File: src/rtl/mem_bus_arbiter_pkg.sv
// Shared types and constants for the ibus/dbus memory arbiter.
// Imported by mem_arb_pick and mem_bus_arbiter.
package mem_bus_arbiter_pkg;

  localparam int ADDR_W_P = 64;
  localparam int DATA_W_P = 64;
  localparam int STRB_W_P = DATA_W_P / 8;

  localparam logic [2:0] MSIZE_WORD = 3'd2;

  typedef enum logic [1:0] {
    IDLE   = 2'd0,
    BUSY_I = 2'd1,
    BUSY_D = 2'd2
  } arb_state_e;

  typedef enum logic {
    GNT_I = 1'b0,
    GNT_D = 1'b1
  } grant_e;

  typedef struct packed {
    logic [ADDR_W_P-1:0] addr;
    logic [2:0]          size;
    logic [STRB_W_P-1:0] strobe;
    logic [DATA_W_P-1:0] wdata;
    logic                valid;
  } mem_req_t;

endpackage

File: src/rtl/mem_arb_pick.sv
// Combinational grant selection between ibus and dbus.
// MEM_ARB_ROUND_ROBIN_EN: alternate on contention, else dbus wins.
module mem_arb_pick
  import mem_bus_arbiter_pkg::*;
(
  input  logic   ireq_valid_i,
  input  logic   dreq_valid_i,
`ifdef MEM_ARB_ROUND_ROBIN_EN
  input  grant_e last_grant_i,
`endif
  output logic   gnt_valid_o,
  output grant_e gnt_o
);

  // pick the winner among the valid requesters
  always_comb begin
    gnt_valid_o = ireq_valid_i | dreq_valid_i;
    gnt_o       = GNT_D;
`ifdef MEM_ARB_ROUND_ROBIN_EN
    if (ireq_valid_i && dreq_valid_i)
      gnt_o = (last_grant_i == GNT_D) ? GNT_I : GNT_D;
    else if (ireq_valid_i)
      gnt_o = GNT_I;
`else
    if (ireq_valid_i && !dreq_valid_i)
      gnt_o = GNT_I;
`endif
  end

endmodule

File: src/rtl/mem_bus_arbiter.sv
// Shares one memory port between ibus (read-only) and dbus.
// MEM_ARB_ROUND_ROBIN_EN selects round-robin over fixed dbus priority.
module mem_bus_arbiter
  import mem_bus_arbiter_pkg::*;
#(
  parameter int ADDR_W = ADDR_W_P,
  parameter int DATA_W = DATA_W_P,
  parameter int STRB_W = DATA_W / 8
) (
  input  logic              clk,
  input  logic              rst,
  input  logic              ireq_valid,
  input  logic [ADDR_W-1:0] ireq_addr,
  output logic              iresp_addr_ok,
  output logic              iresp_data_ok,
  output logic [DATA_W-1:0] iresp_data,
  input  logic              dreq_valid,
  input  logic [ADDR_W-1:0] dreq_addr,
  input  logic [2:0]        dreq_size,
  input  logic [STRB_W-1:0] dreq_strobe,
  input  logic [DATA_W-1:0] dreq_wdata,
  output logic              dresp_addr_ok,
  output logic              dresp_data_ok,
  output logic [DATA_W-1:0] dresp_data,
  output logic              mreq_valid,
  output logic [ADDR_W-1:0] mreq_addr,
  output logic [2:0]        mreq_size,
  output logic [STRB_W-1:0] mreq_strobe,
  output logic [DATA_W-1:0] mreq_wdata,
  input  logic              mresp_addr_ok,
  input  logic              mresp_data_ok,
  input  logic [DATA_W-1:0] mresp_data
);

  localparam logic [1:0] S_IDLE   = IDLE;
  localparam logic [1:0] S_BUSY_I = BUSY_I;
  localparam logic [1:0] S_BUSY_D = BUSY_D;

  logic [1:0] state_q, state_d;
  mem_req_t   req_q, req_d;
  logic       pick_valid;
  grant_e     pick_gnt;
  logic       gnt_i, gnt_d;

`ifdef MEM_ARB_ROUND_ROBIN_EN
  grant_e last_grant_q, last_grant_d;
`endif

  mem_arb_pick u_pick (
    .ireq_valid_i (ireq_valid),
    .dreq_valid_i (dreq_valid),
`ifdef MEM_ARB_ROUND_ROBIN_EN
    .last_grant_i (last_grant_q),
`endif
    .gnt_valid_o  (pick_valid),
    .gnt_o        (pick_gnt)
  );

  // next state and request latch: capture the winner in IDLE,
  // hold until memory returns data
  always_comb begin
    state_d = state_q;
    req_d   = req_q;
    unique case (state_q)
      S_IDLE: begin
        if (pick_valid) begin
          req_d.valid = 1'b1;
          if (pick_gnt == GNT_I) begin
            state_d      = S_BUSY_I;
            req_d.addr   = ireq_addr;
            req_d.size   = MSIZE_WORD;
            req_d.strobe = '0;
            req_d.wdata  = '0;
          end else begin
            state_d      = S_BUSY_D;
            req_d.addr   = dreq_addr;
            req_d.size   = dreq_size;
            req_d.strobe = dreq_strobe;
            req_d.wdata  = dreq_wdata;
          end
        end
      end
      S_BUSY_I, S_BUSY_D: begin
        if (mresp_data_ok) begin
          state_d     = S_IDLE;
          req_d.valid = 1'b0;
        end
      end
      default: begin
        state_d     = S_IDLE;
        req_d.valid = 1'b0;
      end
    endcase
  end

  // state and request registers
  always_ff @(posedge clk or posedge rst) begin
    if (rst) begin
      state_q <= S_IDLE;
      req_q   <= '0;
    end else begin
      state_q <= state_d;
      req_q   <= req_d;
    end
  end

`ifdef MEM_ARB_ROUND_ROBIN_EN
  // remember who finished last so contention alternates
  always_comb begin
    last_grant_d = last_grant_q;
    if (state_q != S_IDLE && mresp_data_ok)
      last_grant_d = (state_q == S_BUSY_I) ? GNT_I : GNT_D;
  end

  // last-grant register, dbus after reset
  always_ff @(posedge clk or posedge rst) begin
    if (rst) last_grant_q <= GNT_D;
    else     last_grant_q <= last_grant_d;
  end
`endif

  assign gnt_i = (state_q == S_BUSY_I);
  assign gnt_d = (state_q == S_BUSY_D);

  assign mreq_valid  = req_q.valid;
  assign mreq_addr   = req_q.addr;
  assign mreq_size   = req_q.size;
  assign mreq_strobe = req_q.strobe;
  assign mreq_wdata  = req_q.wdata;

  assign iresp_addr_ok = gnt_i & mresp_addr_ok;
  assign iresp_data_ok = gnt_i & mresp_data_ok;
  assign iresp_data    = gnt_i ? mresp_data : '0;
  assign dresp_addr_ok = gnt_d & mresp_addr_ok;
  assign dresp_data_ok = gnt_d & mresp_data_ok;
  assign dresp_data    = gnt_d ? mresp_data : '0;

  // data_ok with no transaction outstanding means the memory misbehaved
  always @(posedge clk) begin
    if (!rst)
      assert (!(state_q == S_IDLE && mresp_data_ok))
      else $warning("mem_bus_arbiter: mresp_data_ok while idle");
  end

endmodule

File: config.mk
export PLATFORM = sky130hd
export DESIGN_NAME = mem_bus_arbiter
export DESIGN_NICKNAME = d
export VERILOG_FILES = /design/src/rtl/mem_bus_arbiter_pkg.sv /design/src/rtl/mem_arb_pick.sv /design/src/rtl/mem_bus_arbiter.sv
export SDC_FILE = /design/constraint.sdc
export NUM_CORES = 1
export LEC_CHECK = 0
export CORE_AREA = 2 2 210 212
export CTS_BUF_LIST = sky130_fd_sc_hd__clkbuf_4
export CTS_CLUSTER_DIAMETER = 80
export DETAILED_ROUTE_END_ITERATION = 7
export DIE_AREA = 0 0 212 214
export HOLD_SLACK_MARGIN = 0.1
export PLACE_DENSITY = 0.5
export SYNTH_ARGS = -nofsm -noshare
export SYNTH_HDL_FRONTEND = slang
export SYNTH_SLANG_ARGS = --single-unit
File: constraint.sdc
create_clock -name clk -period 13.92 [get_ports clk]
set_input_delay 2.784 -clock clk [delete_from_list [all_inputs] [get_ports clk]]
set_output_delay 2.784 -clock clk [all_outputs]
set_load 0.02 [all_outputs]
### Word-level counts from Yosys, hierarchy flattened

Index checks and enable logic that the tools add are counted.

| cells by class | value |
|---|---|
| $add $sub $neg | 0 |
| multiply operators | 0 |
| div/mod/pow operators | 0 |
| order comparisons | 0 |
| equal/unequal tests | 4 |
| shift-type cells | 0 |
| multiplexer cells | 10 |
| bitwise operators | 5 |
| reduce and logical (&&, ||, !) cells | 6 |

Operators by type and width:

| kind | number |
|---|---|
| two-way mux 139 bit | 1 |
| two-way mux 64 bit | 2 |
| two-way mux 2 bit | 3 |
| bitwise AND 1 bit | 4 |
| inequality test 2 bit, second input constant | 2 |
| one-hot mux 2 bit (2 select lines) | 1 |
| AND reduction 2 bit | 2 |
| == test 2 x 1 -> 1 bit, second input constant | 1 |
| == test 2 bit, second input constant | 1 |
| logical NOT 2 bit | 1 |
| two-way mux 1 bit | 2 |
| one-hot mux 1 bit (2 select lines) | 1 |
| OR reduction 2 bit | 1 |
| logical AND 1 bit | 1 |
| logical NOT 1 bit | 1 |
| bitwise OR 1 bit | 1 |

| word-level totals | value |
|---|---|
| register bits after elaboration | 142 |
| bits in latches | 0 |
| memory bits (writable) | 0 |
| ROM bits | 0 |
| output and inout port bits | 272 |
| word-level logic and storage cells | 31 |
| memories | 0 |

### Logic depth before layout (Yosys ltp)

Gate-level depths: netlist (run 1).

| depth | value |
|---|---|
| depth in word-level cells | 5 |
| mapped depth | 8 |
| gate-level depth less buffers | 5 |

### Hierarchy

A second synthesis (run 1) with hierarchy kept.

| second synthesis, totals | value |
|---|---|
| cells, all modules | 772 |
| area, all modules | 7089.3 um^2 |

Modules (own cells, without submodules):

| module | times used | cells an instance | area an instance (um^2) | seq. area each (um^2) |
|---|---|---|---|---|
| mem_bus_arbiter | 1 | 770 | 7076.8 | 3553.4 |
| mem_arb_pick | 1 | 2 | 12.5 | 0.0 |

### Least setup slack after synthesis (run 1)

Ideal clock, no wire load.

| timing path | value |
|---|---|
| path kind | input -> output |
| start | input port mresp_addr_ok |
| end | output port dresp_addr_ok |
| data arrival time | 3.000 ns |
| setup slack | 8.136 ns |
| cell stages on the path | 1 |
| cells stage by stage | and2_1 |

| between the ends | value |
|---|---|
| cells in the longest elaborated chain, start to end | 1 |

Ends and longest elaborated chain:

| element | RTL line | text |
|---|---|---|
| from (decl) | mem_bus_arbiter.sv:30 | `input logic mresp_addr_ok,` |
| bitwise AND 1 bit | mem_bus_arbiter.sv:134 | `assign dresp_addr_ok = gnt_d & mresp_addr_ok;` |
| to (decl) | mem_bus_arbiter.sv:22 | `output logic dresp_addr_ok,` |

No other way between the ends.

### Worst setup path in the final report (run 1)

| timing path | value |
|---|---|
| start | input port mresp_data[8] |
| end | output port dresp_data[8] |

| between the ends | value |
|---|---|
| cells in the longest elaborated chain, start to end | 1 |

Ends and longest elaborated chain:

| element | RTL line | text |
|---|---|---|
| from (decl) | mem_bus_arbiter.sv:32 | `input logic [DATA_W-1:0] mresp_data` |
| two-way mux 64 bit | mem_bus_arbiter.sv:136 | `assign dresp_data = gnt_d ? mresp_data : '0;` |
| to (decl) | mem_bus_arbiter.sv:24 | `output logic [DATA_W-1:0] dresp_data,` |

No other way between the ends.

==> flow_metrics.tcl, run 1 <==
set metrics [dict create \
    outcome "finished, final reports clean" \
    final_hold_viol_count 0 \
    slew-limit-headroom 0.336 \
    synth_xor_xnor_area_share 0 \
    fill_cells 4560 \
    crit_chain "clkdlybuf4s50_1 > and2_1 > clkdlybuf4s50_1" \
    clock_sinks 142 \
    cp.required_ns 11.14 \
    fin_ws_ns 6.90 \
    grt_pass1_vias 7589 \
    cts_buffers 17 \
    syn_inst 677 \
    ys_ff_latch 142 \
    cts_buffer_depth 2 \
    grt_pass1_wl_um 51500 \
    post_cts_buffers 0 \
    hold_path.class "register to register" \
    synth_compound_area_frac 0.165 \
    ir_drop_mv 0.0824 \
    p_leak_nw 5.16 \
    ctsResizeCount 0 \
    cp-end-kind "primary output" \
    wl_um 36200 \
    reg2reg_slack_ns 11.04 \
    ios 545 \
    synth_top_family_by_area "simple AND/OR/NAND/NOR gates" \
    wl_per_cell_um 20.3 \
    cts-root-buf "clkbuf_4" \
    syn-cell-area_um2 6700 \
    globalplace.congestion 0.833 \
    path_delay_family "buffers and inverters" \
    critPathMostFrequentCell "clkdlybuf4s50_1" \
    finalSetupViolCount 0 \
    crit_buf_inv 2 \
    grt_use_total 0.156 \
    layout.nets 1459 \
    maxSlewViolCount 0 \
    place_hpwl_um 27300 \
    tightest_slew_ns 0.996 \
    clkLatencyLatePin_ns 0.60 \
    synth_edf_count 0 \
    critPathKind "primary input to primary output" \
    rsz0062_at_grt "no" \
    period_minus_slack_ns 7.02 \
    antenna_found_initial 12 \
    vias 7300 \
    h-tree-depth 4 \
    max_cap_viol_count 0 \
    clk_pin_slew_worst_paths_ns 0.14 \
    syn2layout_area_growth_pct 92.5 \
    synth_fa_ha_area_frac 0.00747 \
    core_area_um2 42900 \
    synth_warnings 0 \
    hold_ws_ns 0.507 \
    power_density_nw_per_um2 197 \
    die_area_um2 45400 \
    synth.distinct_cells 25 \
    fp.dieH_um 214 \
    drive_gt1_frac 0.0377 \
    cpMaxStageDelayCell "clkdlybuf4s50_1" \
    synth_flop_cell "dfrtp_1" \
    die_w_um 212 \
    seq_area_frac_synth 0.530 \
    synth_mux_area_frac 0 \
    grt_max_degree 83 \
    async_reset_ff_frac 1.00 \
    critical_path_arrival_ns 4.24 \
    postSynthNetCount 954 \
    fmax_mhz 142 \
    synth.avg_cell_area_um2 9.90 \
    fin_tns_setup_ns 0 \
    rows 76 \
    ant_nets 0 \
    io_buffers 544 \
    cp_max_fo 2 \
    cts_hold_buffers 0 \
    start_util 0.156 \
    drc 0 \
    first_iter_violations 258 \
    slowest_delay_ns 0.66 \
    skew_ns 0.0257 \
    synth-simple-area-share 0.247 \
    start_kind "primary input" \
    cts_tree "yes" \
    pre_cts_ws_ns 6.82 \
    first_pass_iters 4 \
    min_period_over_period 0.504 \
    gr-total-overflow 0 \
    vias_per_cell 4.09 \
]
-- final timing paths --
path | start | end | depth (start not counted)
setup / recovery | mresp_data[8] | dresp_data[8] | 3
hold / removal | mreq_addr[26] | mreq_addr[26] | 2
setup reg to reg | state_q[0] | mreq_wdata[52] | 6
hold reg to reg | mreq_addr[26] | mreq_addr[26] | 2
max in group asynchronous | rst | mreq_strobe[1] | 3
min in group asynchronous | rst | mreq_wdata[33] | 2
-- cell families (layout without fill, tap and decap cells) --
kind of cell,count (synthesis),after routing
adder cells (fa/ha/maj),4,4
AND/OR/NAND/NOR,309,309
AO/OA/AOI/OAI,150,150
other,0,7
flip-flops,142,142
buffers and inverters,72,590
-- cell usage after synthesis (2+ instances only) --
master    number  area [um^2]
o21ai_0        2         10.0
and2_1       133          832
buf_2         33          165
nand2_1       46          173
a22o_1        74          648
clkbuf_1      27          101
buf_6          2         22.5
inv_1          6         22.5
o22ai_1       45          282
a21oi_1       23          115
buf_4          2         15.0
ha_1           4         50.1
buf_1          2         7.51
nand3_1      122          611
nor2_1         4         15.0
dfrtp_1      142         3550
nor2b_1        2         12.5
-- where the power goes --
group          switching (mW)  total [mW]  internal, mW  leakage, nW
registers               0.117       0.715         0.598         1.75
logic                   0.852        1.59         0.734         3.29
clock network           0.169       0.240        0.0711        0.120
-- layout by cell type, fill, tap and decap left out --
master             n
nand2_1           46
a21oi_1           23
o32a_1             1
and2_1           132
ha_2               2
clkinv_4           2
diode_2            7
nand3_1          122
a32oi_1            1
dfrtp_1          142
a22oi_1            1
nand2b_1           1
and2_2             1
clkinv_2           5
clkinvlp_4         3
buf_2              1
o22a_1             1
inv_6              1
nor2_1             4
o22ai_1           45
buf_4              8
clkinv_1           3
a22o_1            74
nor2b_4            1
ha_1               1
ha_4               1
clkbuf_4          19
inv_1              5
nor2b_1            1
nor3b_1            1
o211ai_1           1
o21ai_0            2
o21ai_4            1
clkdlybuf4s50_1  543
-- worst min-delay path, cell delays in order, from the launching register on --
cell and delay (ns):
dfrtp_1 0.37, nand2_1 0.05, nand3_1 0.07
-- sequential cells by signal, summed over array words and instances, names as in the netlist --
register and flops:
state_q 2, mreq_wdata 64, mreq_size 3, mreq_valid 1
mreq_strobe 8, mreq_addr 64
-- per-layer routing --
layer / routed length [um] / GRT usage
met3: 3100 / 0.0553
met1: 13100 / 0.158
met5: 19 / 0
met2: 19200 / 0.285
met4: 744 / 0.0655
-- area by class of cell --
class	instances	area, um^2	area share
Inverter	6	27.5	0.00213
Sequential cell	142	3550	0.276
Timing Repair Buffer	552	5500	0.427
Tap cell	585	732	0.0568
Clock buffer	19	143	0.0111
Clock inverter	13	76.3	0.00592
Antenna cell	7	17.5	0.00136
Multi-Input combinational cell	463	2850	0.221
-- metrics by stage --
stage / total power [mW] / instances / area, um^2 / utilization
floorplan: 1.53 / 677 / 6700 / -
global placement: 2.32 / 1748 / 12700 / 0.295
detailed placement: 2.33 / 1748 / 12700 / 0.295
CTS: 2.59 / 1780 / 12900 / 0.300
global route: 2.71 / 1787 / 12900 / 0.301
finish: 2.54 / 1787 / 12900 / 0.301
Note: power is estimated with default switching activity, not from simulation.
==> run 2, diff against run 1 <==
--- a/config.mk
+++ b/config.mk
@@ -5,13 +5,13 @@
 export SDC_FILE = /design/constraint.sdc
 export NUM_CORES = 1
 export LEC_CHECK = 0
-export CORE_AREA = 2 2 210 212
+export CORE_AREA = 2 2 213 215
 export CTS_BUF_LIST = sky130_fd_sc_hd__clkbuf_4
 export CTS_CLUSTER_DIAMETER = 80
 export DETAILED_ROUTE_END_ITERATION = 7
-export DIE_AREA = 0 0 212 214
+export DIE_AREA = 0 0 215 217
 export HOLD_SLACK_MARGIN = 0.1
-export PLACE_DENSITY = 0.5
+export PLACE_DENSITY = 0.51
 export SYNTH_ARGS = -nofsm -noshare
 export SYNTH_HDL_FRONTEND = slang
 export SYNTH_SLANG_ARGS = --single-unit
==> constraint.sdc (replaced) <==
create_clock -name clk -period 6 [get_ports clk]
set_input_delay 1.2 -clock clk [delete_from_list [all_inputs] [get_ports clk]]
set_output_delay 1.2 -clock clk [all_outputs]
set_load 0.02 [all_outputs]
==> run 2 against run 1 <==
Against the previous run: flip-flop and latch count is the same; sequential share of layout area decreased by 0.21 points; critical path depth increased by 2; critical path type is now register to primary output; register-to-register slack worse by 8.3 ns; non-clock buffer count grew 3.
==> flow_metrics.tcl, run 2 (synthesis results as in run 1) <==
set metrics [dict create \
    outcome "finished, final reports clean" \
    finalSetupViolCount 0 \
    cp.required_ns 4.80 \
    die_w_um 215 \
    fp.dieH_um 217 \
    antenna_found_initial 10 \
    reg2reg_depth 6 \
    clkLatencyLatePin_ns 0.62 \
    hold_path.class "register to register" \
    use_met1 0.156 \
    switching_power_mw 2.64 \
    place_hpwl_um 27000 \
    min_to "mreq_addr[15]" \
    grt_pass1_wl_um 50400 \
    drc 0 \
    wl_per_cell_um 19.7 \
    clock_sinks 142 \
    cp_max_fo 66 \
    min_period_over_period 0.657 \
    cts_tree "yes" \
    gr-usage-met3 0.0482 \
    ant_nets 0 \
    first_iter_violations 325 \
    wl_um 35500 \
    start_util 0.150 \
    drive_gt1_frac 0.0384 \
    maxSlewViolCount 0 \
    slew-limit-headroom 0.298 \
    use_met2 0.269 \
    core_area_um2 44700 \
    reg2reg_slack_ns 2.76 \
    grt_use_total 0.147 \
    worstHoldStart "mreq_addr[15]" \
    combPwrFrac 0.612 \
    whs_path_depth 2 \
    h-tree-depth 4 \
    vias_per_cell 4.03 \
    skew_ns 0.0136 \
    cts-root-buf "clkbuf_4" \
    pwr-share-seq 0.274 \
    ios 545 \
    reg2reg_to "mreq_addr[44]" \
    vias 7252 \
    final_common_cell "clkdlybuf4s50_1" \
    global_route.peak_usage_layer "met2" \
    critPathKind "register to primary output" \
    clock_power_share 0.114 \
    gr-total-overflow 0 \
    grt_max_degree 89 \
    ctsResizeCount 0 \
    first_pass_iters 6 \
    cp-end-kind "primary output" \
    rr_startpoint "state_q[0]" \
    start_kind "register" \
    globalplace.congestion 0.905 \
    power_density_nw_per_um2 464 \
    cts_buffers 17 \
    cts_buffer_depth 2 \
    final_hold_viol_count 0 \
    rows 78 \
    rsz0062_at_grt "no" \
    syn2layout_area_growth_pct 93.9 \
    die_area_um2 46700 \
    p_leak_nw 5.22 \
    critical_path_arrival_ns 2.74 \
    intPower_mw 3.38 \
    grt_pass1_vias 7363 \
    layout.nets 1462 \
    tightest_slew_ns 1.05 \
    place_area_um2 12700 \
    io_buffers 544 \
    max_cap_viol_count 0 \
    design_area_um2 13000 \
    period_minus_slack_ns 3.94 \
    fmax_mhz 253 \
    cts_hold_buffers 0 \
    mostFrequentLayoutCells "543 x clkdlybuf4s50_1, 142 x dfrtp_1, 132 x and2_1" \
    fin_tns_setup_ns 0 \
    netSwitchingFraction 0.438 \
    clk_pin_slew_worst_paths_ns 0.13 \
    post_cts_buffers 0 \
    ir_drop_mv 0.212 \
    hold_ws_ns 0.500 \
]
run 2: cell count changes in the layout (fill, tap and decap cells not counted), sizes merged:
cell and change:
bufinv +3, clkinvlp -3, buf +3, diode -4
run 2: layout make-up:
class,count,area [um^2]
Timing Repair Buffer,555,5520
Inverter,6,27.5
Tap cell,600,751
Antenna cell,3,7.51
Fill cell,4783,31700
Clock inverter,13,148
Clock buffer,19,143
Multi-Input combinational cell,463,2840
Sequential cell,142,3550
run 2: power by group through the flow:
stage,Combinational (mW),Clock [mW],Sequential [mW]
2_1_floorplan,1.39,0,2.17
3_3_place_gp,3.73,0,1.66
3_5_place_dp,3.75,0,1.66
4_1_cts,3.75,0.738,1.65
5_1_grt,3.92,0.761,1.71
6_report,3.69,0.686,1.65
run 2: metal layers:
metal / routed length [um] / vias to the layer above
li1: - / 3406
met1: 13200 / 3427
met2: 18600 / 367
met3: 2750 / 50
met4: 956 / 2
met5: 11 / -
run 2: critical path, stage by stage (launching register included):
cell and delay [ns]:
dfrtp_1 0.40, inv_1 0.18, ha_1 0.18, buf_4 0.42, and2_1 0.28, clkdlybuf4s50_1 0.64
run 2: how the worst max path moves through the flow:
stage	startpoint	endpoint	slack (ns)
floorplan	rst	mreq_addr[0]	0.99
global placement	mresp_data[35]	iresp_data[35]	2.09
detailed placement	mresp_data[35]	iresp_data[35]	2.06
CTS	state_q[0]	dresp_data[6]	1.90
global route	state_q[0]	dresp_data[6]	1.85
finish	state_q[0]	dresp_data[6]	2.06
run 2: metrics by stage:
stage                     setup WS (ns)  std cells  total power [mW]  utilization
after floorplan                   0.990        677              3.55            -
after global placement             2.09       1766              5.39        0.284
after detailed placement           2.06       1766              5.40        0.284
after CTS                          1.90       1798              6.14        0.291
after global routing               1.85       1801              6.39        0.291
final                              2.06       1801              6.03        0.291
==> run 3, diff against run 2 <==
--- a/config.mk
+++ b/config.mk
@@ -5,13 +5,13 @@
 export SDC_FILE = /design/constraint.sdc
 export NUM_CORES = 1
 export LEC_CHECK = 0
-export CORE_AREA = 2 2 213 215
+export CORE_AREA = 2 2 210 212
 export CTS_BUF_LIST = sky130_fd_sc_hd__clkbuf_4
 export CTS_CLUSTER_DIAMETER = 80
 export DETAILED_ROUTE_END_ITERATION = 7
-export DIE_AREA = 0 0 215 217
+export DIE_AREA = 0 0 212 214
 export HOLD_SLACK_MARGIN = 0.1
-export PLACE_DENSITY = 0.51
+export PLACE_DENSITY = 0.5
 export SYNTH_ARGS = -nofsm -noshare
 export SYNTH_HDL_FRONTEND = slang
 export SYNTH_SLANG_ARGS = --single-unit
==> constraint.sdc (replaced) <==
create_clock -name clk -period 3.8 [get_ports clk]
set_input_delay 0.76 -clock clk [delete_from_list [all_inputs] [get_ports clk]]
set_output_delay 0.76 -clock clk [all_outputs]
set_load 0.02 [all_outputs]
==> run 3 against run 2 <==
Against the previous run: total power is 59% higher; global-route usage increased by 0.88 points; core utilization rose by 1.6 points; die area decreased by 2.8%; routed wire length grew 1.4%; cell area grew 1.1%; clock power increased by 55%; worst setup slack lost 1.7 ns; worst hold slack improved by 0.0032 ns; count of clock-buffer cells in the layout unchanged; sequential power rose by 59%; flip-flop and latch count stayed put; critical path type unchanged.
==> flow_metrics.tcl, run 3 (synthesis results as in run 1) <==
set metrics [dict create \
    grt_pass1_wl_um 51700 \
    slew-limit-headroom 0.413 \
    min_period_over_period 0.917 \
    clock_sinks 142 \
    ctsResizeCount 0 \
    p_leak_nw 5.27 \
    ir_drop_mv 0.319 \
    fmax_mhz 287 \
    mostFrequentLayoutCells "543 x clkdlybuf4s50_1, 142 x dfrtp_1, 132 x and2_1" \
    fin_ws_ns 0.317 \
    cts_buffer_depth 2 \
    reg2reg_depth 5 \
    fp.dieH_um 214 \
    rsz0062_at_grt "no" \
    first_pass_iters 4 \
    cts_tree "yes" \
    finalSetupViolCount 0 \
    place_hpwl_um 28600 \
    ant_nets 0 \
    drc 0 \
    drive_gt1_frac 0.0457 \
    wl_per_cell_um 20.0 \
    grt_use_total 0.156 \
    power_density_nw_per_um2 731 \
    fill_cells 4535 \
    antenna_found_initial 16 \
    first_iter_violations 345 \
    post_cts_buffers 0 \
    core_area_um2 42900 \
    tightest_slew_ns 0.878 \
    max_cap_viol_count 0 \
    h-tree-depth 4 \
    final_common_cell "clkdlybuf4s50_1" \
    skew_ns 0.0118 \
    vias 7270 \
    period_minus_slack_ns 3.48 \
    layout.nets 1469 \
    ios 545 \
    grt_pass1_vias 7551 \
    hold_path.class "register to register" \
    min_to "mreq_addr[38]" \
    clk_pin_slew_worst_paths_ns 0.13 \
    vias_per_cell 4.05 \
    reg2reg_to "mreq_wdata[14]" \
    cp_max_fo 34 \
    syn2layout_area_growth_pct 96.1 \
    grt_max_degree 67 \
    final_hold_viol_count 0 \
    rows 76 \
    globalplace.congestion 0.831 \
    worstHoldStart "mreq_addr[38]" \
    cts_hold_buffers 0 \
    io_buffers 544 \
    gr-total-overflow 0 \
    cp.required_ns 3.04 \
    start_kind "register" \
    cts-root-buf "clkbuf_4" \
    critical_path_arrival_ns 2.72 \
    place_area_um2 12800 \
    critPathKind "register to primary output" \
    rr_startpoint "state_q[0]" \
    design_area_um2 13100 \
    maxSlewViolCount 0 \
    reg2reg_slack_ns 1.47 \
    fin_tns_setup_ns 0 \
    pre_cts_ws_ns 0.846 \
    p_total_mw 9.61 \
    die_area_um2 45400 \
    regArea_um2 3550 \
    clkLatencyLatePin_ns 0.60 \
    multi_input_area_um2 2860 \
    cp-end-kind "primary output" \
    cts_buffers 17 \
    whs_path_depth 2 \
    wl_um 36000 \
    start_util 0.156 \
    die_w_um 212 \
    hold_ws_ns 0.504 \
    outcome "finished, final reports clean" \
]
run 3: cell count changes in the layout (fill, tap and decap cells not counted):
| cell | change |
|---|---|
| ha_1 | -2 |
| ha_2 | +1 |
| clkinv_4 | -2 |
| clkinvlp_4 | +3 |
| clkinv_2 | -1 |
| clkinv_1 | -1 |
| ha_4 | +1 |
| buf_12 | +7 |
| diode_2 | +5 |
run 3: worst max-delay path by stage:
stage	cells after the start	startpoint	slack (ns)	endpoint
after floorplan	1	rst	1.26	mreq_addr[0]
after global placement	3	mresp_data_ok	0.84	iresp_data_ok
after detailed placement	5	ireq_valid	0.85	mreq_addr[58]
after CTS	5	state_q[1]	0.17	iresp_data[26]
after global routing	5	state_q[0]	0.03	dresp_data[9]
final	5	state_q[0]	0.32	dresp_data[6]
run 3: worst max-delay path: stages (launching register included):
cell             delay, ns
dfrtp_1               0.43
inv_1                 0.19
ha_2                  0.52
buf_12                0.22
and2_1                0.15
clkdlybuf4s50_1       0.61
run 3: layout make-up:
cell class	count	share of cell area
diodes	8	0.00152
clock inverters	12	0.0110
inverters	6	0.00200
multi-input cells	463	0.217
repair buffers	562	0.431
flip-flops and latches	142	0.270
clock buffers	19	0.0109
well taps	585	0.0557
run 3: metrics by stage:
stage	std cells	util
floorplan	677	-
global placement	1758	0.299
detailed placement	1758	0.299
CTS	1789	0.306
global route	1797	0.306
finish	1797	0.306
run 3: routing by layer:
layer  up-vias  GRT usage  wire length (um)  part of all wire
met5         -          0                17           0.00047
li1       3436          -                 -                 -
met1      3443      0.165             13400              0.37
met4         2     0.0573               824             0.023
met2       350      0.286             19000              0.53
met3        39     0.0491              2790             0.077
run 3: where the power goes:
part | leakage, nW | switching, mW | internal (mW)
logic | 3.37 | 3.13 | 2.78
clock network | 0.154 | 0.601 | 0.461
registers | 1.75 | 0.437 | 2.19
total | 5.27 | 4.17 | 5.44
